File: src/rtl/trigger_detector.sv
// Level/edge trigger generator with hysteresis priming and holdoff.
// Searches the strobed ADC stream only while armed by the acquisition controller.
module trigger_detector #(
   parameter int W    = 8,
   parameter int HO_W = 16
) (
   input  logic            clk,
   input  logic            rst_n,
   input  logic [W-1:0]    adc_data,
   input  logic            sample_en,
   input  logic            arm,
   input  logic [W-1:0]    level,
   input  logic [W-1:0]    hysteresis,
   input  logic            slope,
   input  logic [HO_W-1:0] holdoff,
   output logic            trigger_req,
   output logic            primed,
   output logic            holdoff_active
);

   localparam logic [1:0] S_IDLE  = 2'd0;
   localparam logic [1:0] S_PRIME = 2'd1;
   localparam logic [1:0] S_READY = 2'd2;
   localparam logic [1:0] S_HOLD  = 2'd3;

   logic [1:0]      state_q, state_d;
   logic            trig_q, trig_d;
   logic [HO_W-1:0] cnt_q, cnt_d;
   logic [W-1:0]    lvl_q, lvl_d;
   logic [W-1:0]    hys_q, hys_d;
   logic            slope_q, slope_d;
   logic [HO_W-1:0] ho_q, ho_d;

   logic [W:0]      lo_ext, hi_ext;
   logic [W-1:0]    lo_thr, hi_thr;
   logic            prime_hit, trig_hit;

   // Extra bit exposes borrow/carry so the band clamps at the code range ends
   assign lo_ext = {1'b0, lvl_q} - {1'b0, hys_q};
   assign hi_ext = {1'b0, lvl_q} + {1'b0, hys_q};
   assign lo_thr = lo_ext[W] ? '0 : lo_ext[W-1:0];
   assign hi_thr = hi_ext[W] ? '1 : hi_ext[W-1:0];

   assign prime_hit = slope_q ? (adc_data > hi_thr) : (adc_data < lo_thr);
   assign trig_hit  = slope_q ? (adc_data <= lvl_q) : (adc_data >= lvl_q);

   always_comb begin
      state_d = state_q;
      trig_d  = 1'b0;
      cnt_d   = cnt_q;
      lvl_d   = lvl_q;
      hys_d   = hys_q;
      slope_d = slope_q;
      ho_d    = ho_q;
      if (state_q != S_IDLE && !arm) begin
         state_d = S_IDLE;
      end else begin
         unique case (state_q)
            S_IDLE: begin
               if (arm) begin
                  lvl_d   = level;
                  hys_d   = hysteresis;
                  slope_d = slope;
                  ho_d    = holdoff;
                  state_d = S_PRIME;
               end
            end
            S_PRIME: begin
               if (sample_en && prime_hit) state_d = S_READY;
            end
            S_READY: begin
               if (sample_en && trig_hit) begin
                  trig_d  = 1'b1;
                  cnt_d   = ho_q;
                  state_d = (ho_q != '0) ? S_HOLD : S_PRIME;
               end
            end
            S_HOLD: begin
               if (sample_en) begin
                  cnt_d = cnt_q - HO_W'(1);
                  if (cnt_q <= HO_W'(1)) begin
                     cnt_d   = '0;
                     state_d = S_PRIME;
                  end
               end
            end
            default: state_d = S_IDLE;
         endcase
      end
   end

   always_ff @(posedge clk) begin
      if (!rst_n) begin
         state_q <= S_IDLE;
         trig_q  <= 1'b0;
         cnt_q   <= '0;
         lvl_q   <= '0;
         hys_q   <= '0;
         slope_q <= 1'b0;
         ho_q    <= '0;
      end else begin
         state_q <= state_d;
         trig_q  <= trig_d;
         cnt_q   <= cnt_d;
         lvl_q   <= lvl_d;
         hys_q   <= hys_d;
         slope_q <= slope_d;
         ho_q    <= ho_d;
      end
   end

   assign trigger_req    = trig_q;
   assign primed         = (state_q == S_READY);
   assign holdoff_active = (state_q == S_HOLD);

endmodule

File: config.mk
export PLATFORM = sky130hd
export DESIGN_NAME = trigger_detector
export DESIGN_NICKNAME = d
export VERILOG_FILES = /design/src/rtl/trigger_detector.sv
export SDC_FILE = /design/constraint.sdc
export NUM_CORES = 1
export LEC_CHECK = 0
export ABC_CLOCK_PERIOD_IN_PS = 8020
export BUFFER_PORTS_ARGS = -buffer_cell sky130_fd_sc_hd__buf_4
export CAP_MARGIN = 20
export CORE_ASPECT_RATIO = 0.6
export CORE_MARGIN = 2
export CORE_UTILIZATION = 46
export CTS_CLUSTER_DIAMETER = 120
export DETAILED_ROUTE_END_ITERATION = 12
export HOLD_SLACK_MARGIN = 0.05
export MAX_ROUTING_LAYER = met4
export PLACE_DENSITY = 0.68
export RECOVER_POWER = 25
export SETUP_SLACK_MARGIN = 0.02
export SLEW_MARGIN = 0
export SYNTH_ARGS = -nofsm -noshare
export SYNTH_HDL_FRONTEND = slang
export SYNTH_SLANG_ARGS = --single-unit
File: constraint.sdc
create_clock -name clk -period 8.02 [get_ports clk]
set_input_delay 0.401 -clock clk [delete_from_list [all_inputs] [get_ports clk]]
set_output_delay 0.401 -clock clk [all_outputs]
set_load 0.02 [all_outputs]
==> Word level (Yosys, flattened, before mapping) <==
Index checks and enable logic that the tools add are counted.
{ "word_totals": {"reg_bits": 52, "output_inout_bits": 3, "in_bits": 45} }
{ "op_classes": {"add_sub_neg": 3, "n_eq_ne": 8, "reduce_logical": 13, "bitwise": 3, "order_cmp": 5, "muxes": 16} }
{ "ops": {"columns": ["op", "count"], "rows": [
  ["16-bit two-way mux", 3],
  ["16-bit case mux with 2 select lines", 1],
  ["16-bit by 1-bit <= comparator with 1-bit output, second input constant", 1],
  ["8-bit two-way mux", 2],
  ["16-bit nonzero test", 1],
  ["16-bit by 1-bit subtractor with 16-bit output, second input constant", 1],
  ["2-bit two-way mux", 6],
  ["8-bit by 8-bit adder with 9-bit output", 1],
  ["8-bit by 8-bit subtractor with 9-bit output", 1],
  ["8-bit >= comparator", 1],
  ["8-bit > comparator", 1],
  ["8-bit <= comparator", 1],
  ["8-bit < comparator", 1],
  ["2-bit case mux with 4 select lines", 1],
  ["2-bit inequality test, second input constant", 3],
  ["5-bit AND reduction", 1],
  ["2-bit == test, second input constant", 2],
  ["2-bit by 1-bit inequality test with 1-bit output, second input constant", 2],
  ["4-bit AND reduction", 1],
  ["2-bit nonzero test", 2],
  ["1-bit logical AND", 3],
  ["1-bit two-way mux", 3],
  ["1-bit inverter", 3],
  ["3-bit AND reduction", 1],
  ["other kinds (5)", 5]
]} }

==> Depth between registers and ports, before layout <==
{ "logic_depth": {"depth_word": 7, "ltp_mapped": 17, "ltp_nobuf": 17} }

==> Worst setup path after synthesis <==
Ideal clock, no wire load.
{ "synth_timing": {"path_kind": "register to register", "start": "reg hys_q[2]", "end": "reg state_q[1]", "path_buffers": 0, "slack_ns": 4.724, "setup_ns": 0.072, "period_less_slack_ns": 3.296, "stages_incl_launch_ff": 18, "t_arrival_ns": 3.224, "cell_sequence": "dfxtp_1 > inv_1 > ha_1 > nand2b_1 > a21oi_1 > o21bai_1 > a21oi_1 > nor2_1 > o31ai_1 > a21oi_1 > ha_1 > and3_1 > o21ai_0 > nand3_1 > a221oi_1 > o21ai_0 > o21ai_0 > mux2i_1"} }
{ "synth_via": {"elab_chain_len": 7, "elab_cells_between_ends": 10} }
{ "synth_rtl": {"columns": ["item", "line", "source"], "rows": [
  ["from (decl)", "30", "logic [W-1:0] hys_q, hys_d;"],
  ["from (signal assigned)", "106", "hys_q <= hys_d;"],
  ["8-bit by 8-bit subtractor with 9-bit output or 8-bit by 8-bit adder with 9-bit output (tied branches)", "39, 40", null],
  ["8-bit two-way mux (on tied branches)", "41, 42", null],
  ["8-bit < comparator or 8-bit > comparator (tied branches)", "44", "assign prime_hit = slope_q ? (adc_data > hi_thr) : (adc_data < lo_thr);"],
  ["1-bit two-way mux (*)", "44", null],
  ["1-bit logical AND (*)", "69", "if (sample_en && prime_hit) state_d = S_READY;"],
  ["2-bit inequality test (no source line) (*)", null, null],
  ["5-bit AND reduction (no source line) (*)", null, null],
  ["to (signal assigned)", "102", "state_q <= state_d;"],
  ["to (decl)", "26", "logic [1:0] state_q, state_d;"]
]} }
Every way passes the cells marked *; elsewhere a longest branch is shown, timed or not.
A chain may end at the register's enable or synchronous reset.

==> Final worst setup path <==
Ends and elaborated chain as after synthesis.

==> run summary <==
Worst clock skew: 0.00917 ns. The tree is rooted in a clkbuf_16. Number of core rows: 25.

The post-CTS repair timing setup buffer count came out at 0. The hold violation count in the final report is 0. The via count is 3670, and the delay contributed by the slowest stage of the critical path is 0.60 ns. From synthesis to final layout, the design area changed by 14.8%. The worst setup path is of the register to register kind. The cell type with the largest total area after synthesis is dfxtp_1.

The antenna diode count was 0. The critical path arrival was 4.29 ns; the leakage component of the power was 1.80 nW. The routability congestion estimate from global placement was 0.964. For the global-route wire length before repair, the log shows 17.2 mm. The share of async-settable or async-resettable flops after synthesis is 0. CTS built an H-tree with a depth of 2. Final instance count without filler cells: 651.

The layout cell share with drive strength beyond 1 was 0.123. The via count of the first global-routing pass is 3361, and the net load switching power is 0.417 mW. Among all flip-flop cells after synthesis, the most frequent one is dfxtp_1. After routing the design area is 4320 um^2.

The post-CTS resize count came out at 0. The final number of setup-violating endpoints is 0, and the warning count from the yosys run is 0. The clock passes through at most 2 buffers. The tools report the area of placed instances as 4170 um^2. For the net count after synthesis, the log shows 598. The clock reaches the later pin of the worst-skew pair after 0.30 ns. The post-route minimum period works out to 4.06 ns.

The worst setup path is launched from a register. The number of hold buffers added after CTS was 0; the number of max-slew violations in the final report was 0. TritonCTS built the clock tree.

In this run, distinct cell masters in the synthesized netlist total 53. Synthesis handed over a netlist of 506 instances. The number of flops mapped to enable cells by yosys is 0, and the core area is 7910 um^2.

The wire-length estimate of the detail-placed layout is 8.26 mm. Max-cap violations in this run came to 0. The run gives 5 as the CTS buffer count.

In this run, the number of DRC markers left after iteration 0 of detailed routing was 426. The total global routing overflow came out at 0. After clock tree synthesis, the clock-pin slew on the worst setup and hold paths is 0.08 ns. The overall die width works out to 121 um.

The run gives 0.323 as the sequential fraction of design power. The number of placed instances, taps included is 642, and the synthesized area per cell is 7.43 um^2. The routed wirelength normalized by instance count is 16.5 um, and the share of the clock period used by the worst path is 0.506. Walking the worst path, the cells encountered are inv_1 > ha_1 > nand2b_1 > a21oi_1 > o21bai_1 > a21oi_1 > nor2_1 > o31ai_1 > nor2_1 > ha_1 > nor2b_1 > o21ai_0 > nand3_1 > a221oi_1 > o21ai_0 > o21ai_0 > mux2i_1. The detail route stage leaves a number of antenna-violating nets equal to 0.

The path type of the worst min-delay path is primary input to register. Sorting the synthesized cells by area gives the leading types as dfxtp_1 28%, ha_1 15%, a21oi_1 10%, nand2_1 8.7%, inv_1 4.2%. Hold timing on the final database bottoms out at a slack of 0.340 ns. Based on the critical path, the design can be clocked at up to 246 MHz. The combinational group share of total power is 0.444, and the worst relative slew slack is 0.172. The clock drives 52 sinks.

The most common cell after layout, fill and taps aside was nand2_1. Using the TritonRoute via totals, the vias-per-cell ratio works out to 5.64. The cell area that synthesis handed to floorplanning was 3760 um^2.

The share of the yosys chip area belonging to registers was 0.277; the flop and latch count out of synthesis was 52. Family with the most delay on the worst path: compound AO/OA/AOI/OAI gates. The portion of total power attributed to the clock network is 0.233, and the switching share of power is 0.417. For the worst setup path, the data required time is 8.25 ns. The count of buffers added on input and output ports is 47. The largest individual stage delay along the critical path comes from the cell o31ai_1. The run gives 0.545 as the final core utilization. Setup repair after global routing left no endpoint under its margin. Entering global routing, the biggest net connects 51 pins. Initial antenna violation count: 0. The total length of routed wires came out at 10.7 mm.

The net count of the finished layout is 634. The total iterations of the first detailed-routing run is 5. The highest ir drop seen on vdd came out at 98.7 uV. The die is 74.0 um tall.

For this design the ratio of total power to cell area is 231 nW/um^2. For the final routed database, the setup TNS stands at 0 ns. In this run the worst path has a maximum fanout of 6. For the initial core utilization, the log shows 0.475.

The flow ran to the end, and the final reports show no timing, DRC or antenna violations. In this design, the critical path's most frequently occurring cell is o21ai_0. The die area was 8930 um^2; the number of primary I/O pins was 48. The overall fraction of global-route tracks in use is 0.258, and the critical path buffer and inverter count is 1.

The share of the synthesized area in the top cell type came out at 0.277. The number of remaining DRC errors was 0. The type of destination of the critical path was a register.

Leaving out fill and tap cells, the most frequent cells in the layout are 87 x nand2_1, 75 x a21oi_1, 52 x dfxtp_1. For the pin with the worst max-slew slack, the measured transition is 1.24 ns. Cell internal power was estimated by the tool at 0.582 mW.
## stage by stage
stage	power, mW	setup WS (ns)
finish	0.998	3.96
detailed placement	0.760	4.10
CTS	0.990	4.06
floorplan	0.634	4.72
global route	1.07	3.62
global placement	0.744	4.34
## cells in the mapped netlist (7+ instances only)
library cell,number
a21oi_1,75
clkbuf_1,17
dfxtp_1,52
ha_1,45
inv_1,42
nand2_1,87
nand2b_1,11
nand3_1,16
nor2_1,32
nor2b_1,9
nor3_1,10
nor4_1,7
o211ai_1,9
o21ai_0,10
o21ai_1,7
o31ai_1,7
## tightest hold or removal path, cell delays in order
cell	delay, ns
buf_4	0.11
nand2_1	0.04
a21oi_1	0.05
## per-layer routing
| layer | wire [um] | part of all wire | global-route usage |
|---|---|---|---|
| met2 | 4020 | 0.37 | 0.344 |
| met1 | 5720 | 0.53 | 0.395 |
| met4 | 107 | 0.010 | 0.0581 |
| met5 | 0 | 0 | - |
| met3 | 868 | 0.081 | 0.0445 |
## flip-flops by register name (all words and copies together), names as in the netlist
signal       count
cnt_q           16
ho_q            16
hys_q            8
lvl_q            8
state_q          2
slope_q          1
trigger_req      1
## cell families (layout without fill, tap and decap cells)
kind of cell               count (synthesis)  count (layout)  share of synthesized area
AOI/OAI and AO/OA                        141             141                      0.229
xor gates and xnor gates                   9               9                     0.0210
adders and majority gates                 47              47                      0.160
buffers and inverters                     63             100                     0.0669
DFF                                       52              52                      0.277
muxes                                      4               4                     0.0120
and+or+nand+nor                          190             190                      0.233
## layout make-up
type,count,area (um^2)
Sequential cell,52,1040
Multi-Input combinational cell,391,2470
Timing Repair Buffer,50,364
Clock buffer,5,125
Inverter,42,158
Tap cell,108,135
Clock inverter,3,27.5
Fill cell,767,3600
## worst paths after layout
check	start	endpoint	slack (ns)	depth (start not counted)
setup / recovery	hys_q[2]	state_q[1]	3.96	17
setup reg to reg	hys_q[2]	state_q[1]	3.96	17
hold reg to reg	hys_q[5]	hys_q[5]	0.48	2
hold / removal	level[4]	lvl_q[4]	0.34	3
## power groups by stage
stage                     sequential [mW]  clock [mW]  combinational, mW
after floorplan                     0.315           0              0.319
after global placement              0.325           0              0.418
after detailed placement            0.328           0              0.432
after CTS                           0.322       0.234              0.434
after global routing                0.327       0.242              0.497
final                               0.323       0.232              0.443
No activity file was read; power rests on OpenSTA's default activity.
